$ cat src/rtl/light_monitor.sv
// Receive-side checker for the 2-bit traffic-light code: tracks G->Y->R->G order,
// measures per-colour dwell time and reports sticky sequence/dwell errors.
module light_monitor #(
    parameter int unsigned GREEN_CYCLES  = 8,
    parameter int unsigned YELLOW_CYCLES = 3,
    parameter int unsigned RED_CYCLES    = 6,
    parameter int unsigned DWELL_W       = 8,
    parameter int unsigned CNT_W         = 8
) (
    input  logic             clk,
    input  logic             reset,
    input  logic [1:0]       light_in,
    input  logic             clr_err,
    output logic             in_sync,
    output logic             cycle_done,
    output logic [CNT_W-1:0] cycle_count,
    output logic             seq_err,
    output logic             dwell_err,
    output logic [1:0]       err_code
);

    typedef enum logic [2:0] {
        SYNC,
        TRACK_G,
        TRACK_Y,
        TRACK_R,
        FAULT
    } state_t;

    typedef enum logic [1:0] {
        GREEN   = 2'b00,
        YELLOW  = 2'b01,
        RED     = 2'b10,
        INVALID = 2'b11
    } code_t;

    typedef enum logic [1:0] {
        ERR_NONE    = 2'b00,
        ERR_ORDER   = 2'b01,
        ERR_INVALID = 2'b10,
        ERR_DWELL   = 2'b11
    } err_t;

    state_t             state;
    code_t              light_q;
    logic [DWELL_W-1:0] dwell;
    logic               first;

    code_t              cur_colour;
    code_t              next_colour;
    state_t             next_track;
    logic [DWELL_W-1:0] expected;

    always_comb begin
        cur_colour  = GREEN;
        next_colour = YELLOW;
        next_track  = TRACK_Y;
        expected    = DWELL_W'(GREEN_CYCLES);
        case (state)
            TRACK_Y: begin
                cur_colour  = YELLOW;
                next_colour = RED;
                next_track  = TRACK_R;
                expected    = DWELL_W'(YELLOW_CYCLES);
            end
            TRACK_R: begin
                cur_colour  = RED;
                next_colour = GREEN;
                next_track  = TRACK_G;
                expected    = DWELL_W'(RED_CYCLES);
            end
            default: ;
        endcase
    end

    assign in_sync = (state == TRACK_G) || (state == TRACK_Y) || (state == TRACK_R);

    // Error-clear is applied first so that an error detected on the same edge overrides it.
    always_ff @(posedge clk or negedge reset) begin
        if (!reset) begin
            light_q     <= INVALID;
            state       <= SYNC;
            dwell       <= '0;
            first       <= 1'b1;
            cycle_done  <= 1'b0;
            cycle_count <= '0;
            seq_err     <= 1'b0;
            dwell_err   <= 1'b0;
            err_code    <= ERR_NONE;
        end else begin
            light_q    <= code_t'(light_in);
            cycle_done <= 1'b0;

            if (clr_err) begin
                seq_err   <= 1'b0;
                dwell_err <= 1'b0;
                err_code  <= ERR_NONE;
            end

            case (state)
                SYNC, FAULT: begin
                    if (light_q == GREEN) begin
                        state <= TRACK_G;
                        dwell <= DWELL_W'(1);
                        first <= 1'b1;
                    end
                end
                default: begin
                    if (light_q == cur_colour) begin
                        if (dwell != '1) begin
                            dwell <= dwell + DWELL_W'(1);
                        end
                        // Fires only on the EXPECTED -> EXPECTED+1 step, hence once per phase.
                        if (dwell == expected) begin
                            dwell_err <= 1'b1;
                            err_code  <= ERR_DWELL;
                        end
                    end else if (light_q == next_colour) begin
                        state <= next_track;
                        dwell <= DWELL_W'(1);
                        if ((dwell < expected) && !((state == TRACK_G) && first)) begin
                            dwell_err <= 1'b1;
                            err_code  <= ERR_DWELL;
                        end
                        if (state == TRACK_G) begin
                            first <= 1'b0;
                        end
                        if (state == TRACK_R) begin
                            cycle_done <= 1'b1;
                            if (cycle_count != '1) begin
                                cycle_count <= cycle_count + CNT_W'(1);
                            end
                        end
                    end else begin
                        seq_err  <= 1'b1;
                        err_code <= (light_q == INVALID) ? ERR_INVALID : ERR_ORDER;
                        state    <= FAULT;
                        dwell    <= '0;
                    end
                end
            endcase
        end
    end

endmodule
$ cat config.mk
export PLATFORM = sky130hd
export DESIGN_NAME = light_monitor
export DESIGN_NICKNAME = d
export VERILOG_FILES = /design/src/rtl/light_monitor.sv
export SDC_FILE = /design/constraint.sdc
export NUM_CORES = 1
export LEC_CHECK = 0
export CAP_MARGIN = 15
export CORE_ASPECT_RATIO = 1.75
export CORE_MARGIN = 3
export CORE_UTILIZATION = 60
export DETAILED_ROUTE_END_ITERATION = 10
export GPL_ROUTABILITY_DRIVEN = 0
export PLACE_DENSITY_LB_ADDON = 0.2
export SYNTH_ARGS = -nofsm -noshare
export SYNTH_HDL_FRONTEND = slang
export SYNTH_SLANG_ARGS = --single-unit
export TNS_END_PERCENT = 20
$ cat constraint.sdc
create_clock -name clk -period 4.65 [get_ports clk]
set_clock_uncertainty 0.05 [all_clocks]
set_input_delay 0.6975 -clock clk [delete_from_list [all_inputs] [get_ports clk]]
set_output_delay 0.6975 -clock clk [all_outputs]
set_load 0.1 [all_outputs]
**Word-level counts from Yosys, hierarchy flattened**

Cells that the tools add are included.

- Muxes and demuxes: 39
- Bitwise logic cells: 2
- $lt $le $gt $ge: 1
- Eq/ne operators: 13
- Add/sub/neg operators: 2
- Reductions and logical operators: 14

Operators by type and width:

| cell | count |
|---|---|
| 2-to-1 mux 8 bit | 4 |
| 2-to-1 mux 1 bit | 20 |
| adder 8 x 1 -> 8 bit (second input constant) | 2 |
| != test 8 bit (second input constant) | 2 |
| 2-to-1 mux 2 bit | 7 |
| 2-to-1 mux 3 bit | 4 |
| case mux 2 bit (2 select lines) | 3 |
| equality test 8 bit | 1 |
| less-than comparator 8 bit | 1 |
| case mux 4 bit (2 select lines) | 1 |
| equality test 3 x 2 -> 1 bit (second input constant) | 2 |
| AND reduction 5 bit | 1 |
| equality test 2 bit | 2 |
| AND reduction 2 bit | 2 |
| AND reduction 4 bit | 1 |
| nonzero test 2 bit | 2 |
| equality test 3 x 1 -> 1 bit (second input constant) | 1 |
| equality test 3 bit (second input constant) | 1 |
| zero test 3 bit | 1 |
| != test 3 x 1 -> 1 bit (second input constant) | 1 |
| equality test 2 bit (second input constant) | 1 |
| logical AND 1 bit | 2 |
| zero test 2 bit | 1 |
| logical OR 1 bit | 2 |
| 5 further kinds | 6 |

- Bits of input ports: 5
- Flip-flop bits (word level): 27
- Output and inout bits: 14

**Longest topological paths before layout**

- Depth after elaboration: 8
- Mapped depth: 9
- Mapped depth without buffers: 7

**Worst setup path after synthesis**

OpenSTA, ideal clock, no wires.

- Kind: reg-to-output
- From: reg state[0]
- To: out in_sync
- Data required time: 3,903 ps
- Arrival time: 2,255 ps
- Stages on the path, launching flop included: 5
- Path slack: 1,648 ps
- Cell sequence: dfrtp_1 > clkbuf_1 > clkbuf_1 > nor2_1 > nor2_1

- Cells in the longest elaborated chain, start to end: 3
- Elaborated cells on any way between the ends: 5

Ends and longest elaborated chain:

| item | RTL line | RTL |
|---|---|---|
| from (decl) | 44 | `state_t state;` |
| from (signal assigned) | 119 | `state <= next_track;` |
| equality test 3 x 1 -> 1 bit / equality test 3 x 2 -> 1 bit (equally long branches) | 76 | `assign in_sync = (state == TRACK_G) \|\| (state == TRACK_Y) \|\| (state == TRACK_R);` |
| logical OR 1 bit | 76 |  |
| logical OR 1 bit (*) | 76 |  |
| to (decl) | 14 | `output logic in_sync,` |

Mark *: on every way between the ends. The rest lies on a longest branch, timed or not.

**Worst setup path in the final report**

Same ends and word-level chain as after synthesis.

==> metrics.md <==
| Metric | Value |
|---|---|
| DR vias | 1,564 |
| Worst path bufs/invs | 1 |
| Fmax | 312 MHz |
| Vias in the first global route | 1,563 |
| Die ar. | 0.00362 sq mm |
| Total GRT Usage | 0.247 |
| Cell Pwr Density | 317 mW/mm^2 |
| Port Buffers | 18 |
| Synthesized-area fraction occupied by adder cells | 0.0430 |
| # clock sinks | 27 |
| Synth warnings | 0 |
| Status | finished, final reports clean |
| Slew @ Worst Pin | 0.975 ns |
| DRC violations left | 0 |
| Synth Register Bits | 27 |
| Fin crit share | 0.690 |
| Final Hold Vio Count | 0 |
| Syn nets | 201 |
| Most frequent cells in the layout | dfrtp_1, clkdlybuf4s50_1, inv_1, nand2_1, nor2_1 |
| Post-synthesis mux area share | 0.0251 |
| DRT iter0 DRCs | 64 |
| PostCTS Resize Cnt | 0 |
| RSZ-0062 raised after global routing | false |
| Largest area contributor in the netlist | dfrtp_1 |
| First-pass GRT wire length | 6.89 mm |
| FP Rows | 25 |
| Largest cells by area after synthesis | dfrtp_1, dfstp_2, ha_1 |
| Post-synth EDFFs | 0 |
| Mapped Area | 0.00175 sq mm |
| Min Tclk post-route | 3.21 ns |
| Clock-pin slew on the worst setup and hold paths | 0.10 ns |
| Initial Utilization | 0.635 |
| Sw Ratio | 0.392 |
| Clock root cell | clkbuf_8 |
| Total setup buffers inserted after CTS | 0 |
| Commonest non-fill, non-tap cell in the layout | dfrtp_1 |
| Count of cell types in the netlist | 54 |
| Die Y-Extent | 77.4 um |
| Max stage delay cell, worst path | clkdlybuf4s50_1 |
| Sequential fraction of the synthesis area | 0.389 |
| Clk pwr share | 0.219 |
| Hold WS | 0.456 ns |
| Detailed-route wire length | 4.04 mm |
| CTS tree | done |
| DP HPWL | 2.84 mm |
| H-tree levels | 1 |
| Sequential power share | 0.466 |
| Post-Layout Cell Count | 229 |
| CP delay by family, top | buffers and inverters |
| Maximum buffer depth of the clock tree | 2 |
| Post-synthesis compound-gate area fraction | 0.221 |
| Crit path cell chain | nor2_1 -> nor2_1 -> clkdlybuf4s50_1 |
| Cells after Synth | 190 |
| Via density | 6.83 |
| Synth Flop Type | dfrtp_1 |
| Largest net degree at the start of global routing | 28 |
| Largest family of logic cells by synthesized area | simple AND/OR/NAND/NOR gates |
| DP Cell Count | 225 |
| Crit-path most repeated cell | nor2_1 |
| Tot Pwr | 623 uW |
| Largest fanout on the critical path | 21 |
| Peak VDD IR | 0.000232 V |
| Gr ovfl total | 0 |
| Data required, critical path | 3.90 ns |
| Setup TNS | 0 ns |
| Setup Viol. Count Final | 0 |
| Simple-gate portion of the synthesized area | 0.221 |
| Share of cells above drive strength 1 | 0.0842 |
| Share of the synthesized area in the top cell type | 0.344 |
| Comb pwr share | 0.315 |
| Asr flop ratio synth | 1.00 |
| Die Span X | 46.8 um |
| DP Area | 0.00192 sq mm |
| Reg2Reg Setup Slack | 2.03 ns |
| Initial antenna violation count | 0 |
| Synth Area in XOR/XNOR | 0.0401 |
| Total CTS buffers | 3 |
| Leakage | 0.000836 uW |
| N_diodes | 0 |
| NetSw | 244 uW |
| MaxCap Viol Count | 0 |
| Slew HR | 0.348 |
| Drt first pass iters | 4 |
| Max Slew Vio Count | 0 |
| CP max stage delay | 1.14 ns |
| Synthesized area per cell | 9.19 sq um |
| Int Pwr | 379 uW |
| Finished layout cell area | 0.00196 sq mm |
| Hold crit path type | reg2reg |
| Wirelength per Cell | 17.6 um |
| Clk Latency, worst-skew pair | 0.28 ns |
| Layout area overhead | 12.4% |
| Crit Path Category | reg2out |
| CP endpoint kind | output port |
| Final nets | 214 |
| # hold bufs at CTS | 0 |
| Core Box Area | 0.00275 sq mm |
| Startpoint types | register |
| Top-Level Pins | 19 |
| Routed Antenna Nets | 0 |
| Data arrival, critical path | 2.46 ns |
-- sequential cells by signal (all words and copies together), names as in the netlist --
| register | count |
|---|---|
| cycle_count | 8 |
| cycle_done | 1 |
| state | 3 |
| seq_err | 1 |
| dwell_err | 1 |
| dwell | 8 |
| first | 1 |
| light_q | 2 |
| err_code | 2 |
-- worst paths after layout --
path / from / end / depth (start not counted)
min reg2reg: first / first / 2
max: state[0] / in_sync / 3
min in group asynchronous: reset / cycle_count[6] / 2
max reg2reg: state[1] / err_code[0] / 5
min: first / first / 2
max in group asynchronous: reset / first / 2
-- power groups by stage --
stage,Combinational [uW],Sequential [uW],Clock [uW]
6_report,196,290,137
5_1_grt,208,295,146
4_1_cts,196,290,139
3_5_place_dp,195,294,0
3_3_place_gp,190,291,0
2_1_floorplan,101,337,0
-- per-layer routing --
layer,track usage,share of wire,vias up
met5,0,0,-
met3,0.0186,0.038,21
li1,-,-,728
met4,0.144,0.044,0
met1,0.312,0.40,758
met2,0.391,0.51,57
-- worst reg2reg max path: stages (launching register included) --
cell and delay (ns):
dfrtp_1 0.71, nor2b_1 0.51, ha_1 0.37, a2111oi_1 0.55
a221oi_1 0.18, a31oi_1 0.18
-- synth_stat cells, types with 5 or more instances --
| library cell | instances |
|---|---|
| nand2_1 | 11 |
| nand3_1 | 8 |
| o32ai_1 | 6 |
| clkbuf_1 | 7 |
| nor2_1 | 11 |
| dfrtp_1 | 24 |
| xor2_1 | 7 |
| inv_1 | 13 |
| nor4_1 | 5 |
| a21oi_1 | 8 |
| nor2b_1 | 5 |
| nand2b_1 | 5 |
| ha_1 | 6 |
-- final cells by class --
cell class / instances / area, sq um
clock inverters: 1 / 5.00
flip-flops and latches: 27 / 679
inverters: 15 / 56.3
well taps: 27 / 33.8
repair buffers: 19 / 188
multi-input cells: 137 / 960
fillers: 219 / 790
clock buffers: 3 / 41.3
-- logic make-up (layout without fill, tap and decap cells) --
logic type	Yosys count	after routing
multiplexers	4	4
flip-flops	27	27
adder cells (fa/ha/maj)	6	6
AO/OA/AOI/OAI	53	53
AND/OR/NAND/NOR	66	66
buffers and inverters	26	38
XOR/XNOR	8	8
-- metrics by stage --
| step | util | worst slack (ns) |
|---|---|---|
| after floorplan | - | 1.65 |
| after global placement | 0.696 | 1.84 |
| after detailed placement | 0.696 | 1.78 |
| after CTS | 0.713 | 1.46 |
| after global routing | 0.713 | 1.33 |
| final | 0.713 | 1.44 |
Power figures use the tool's default switching activity.
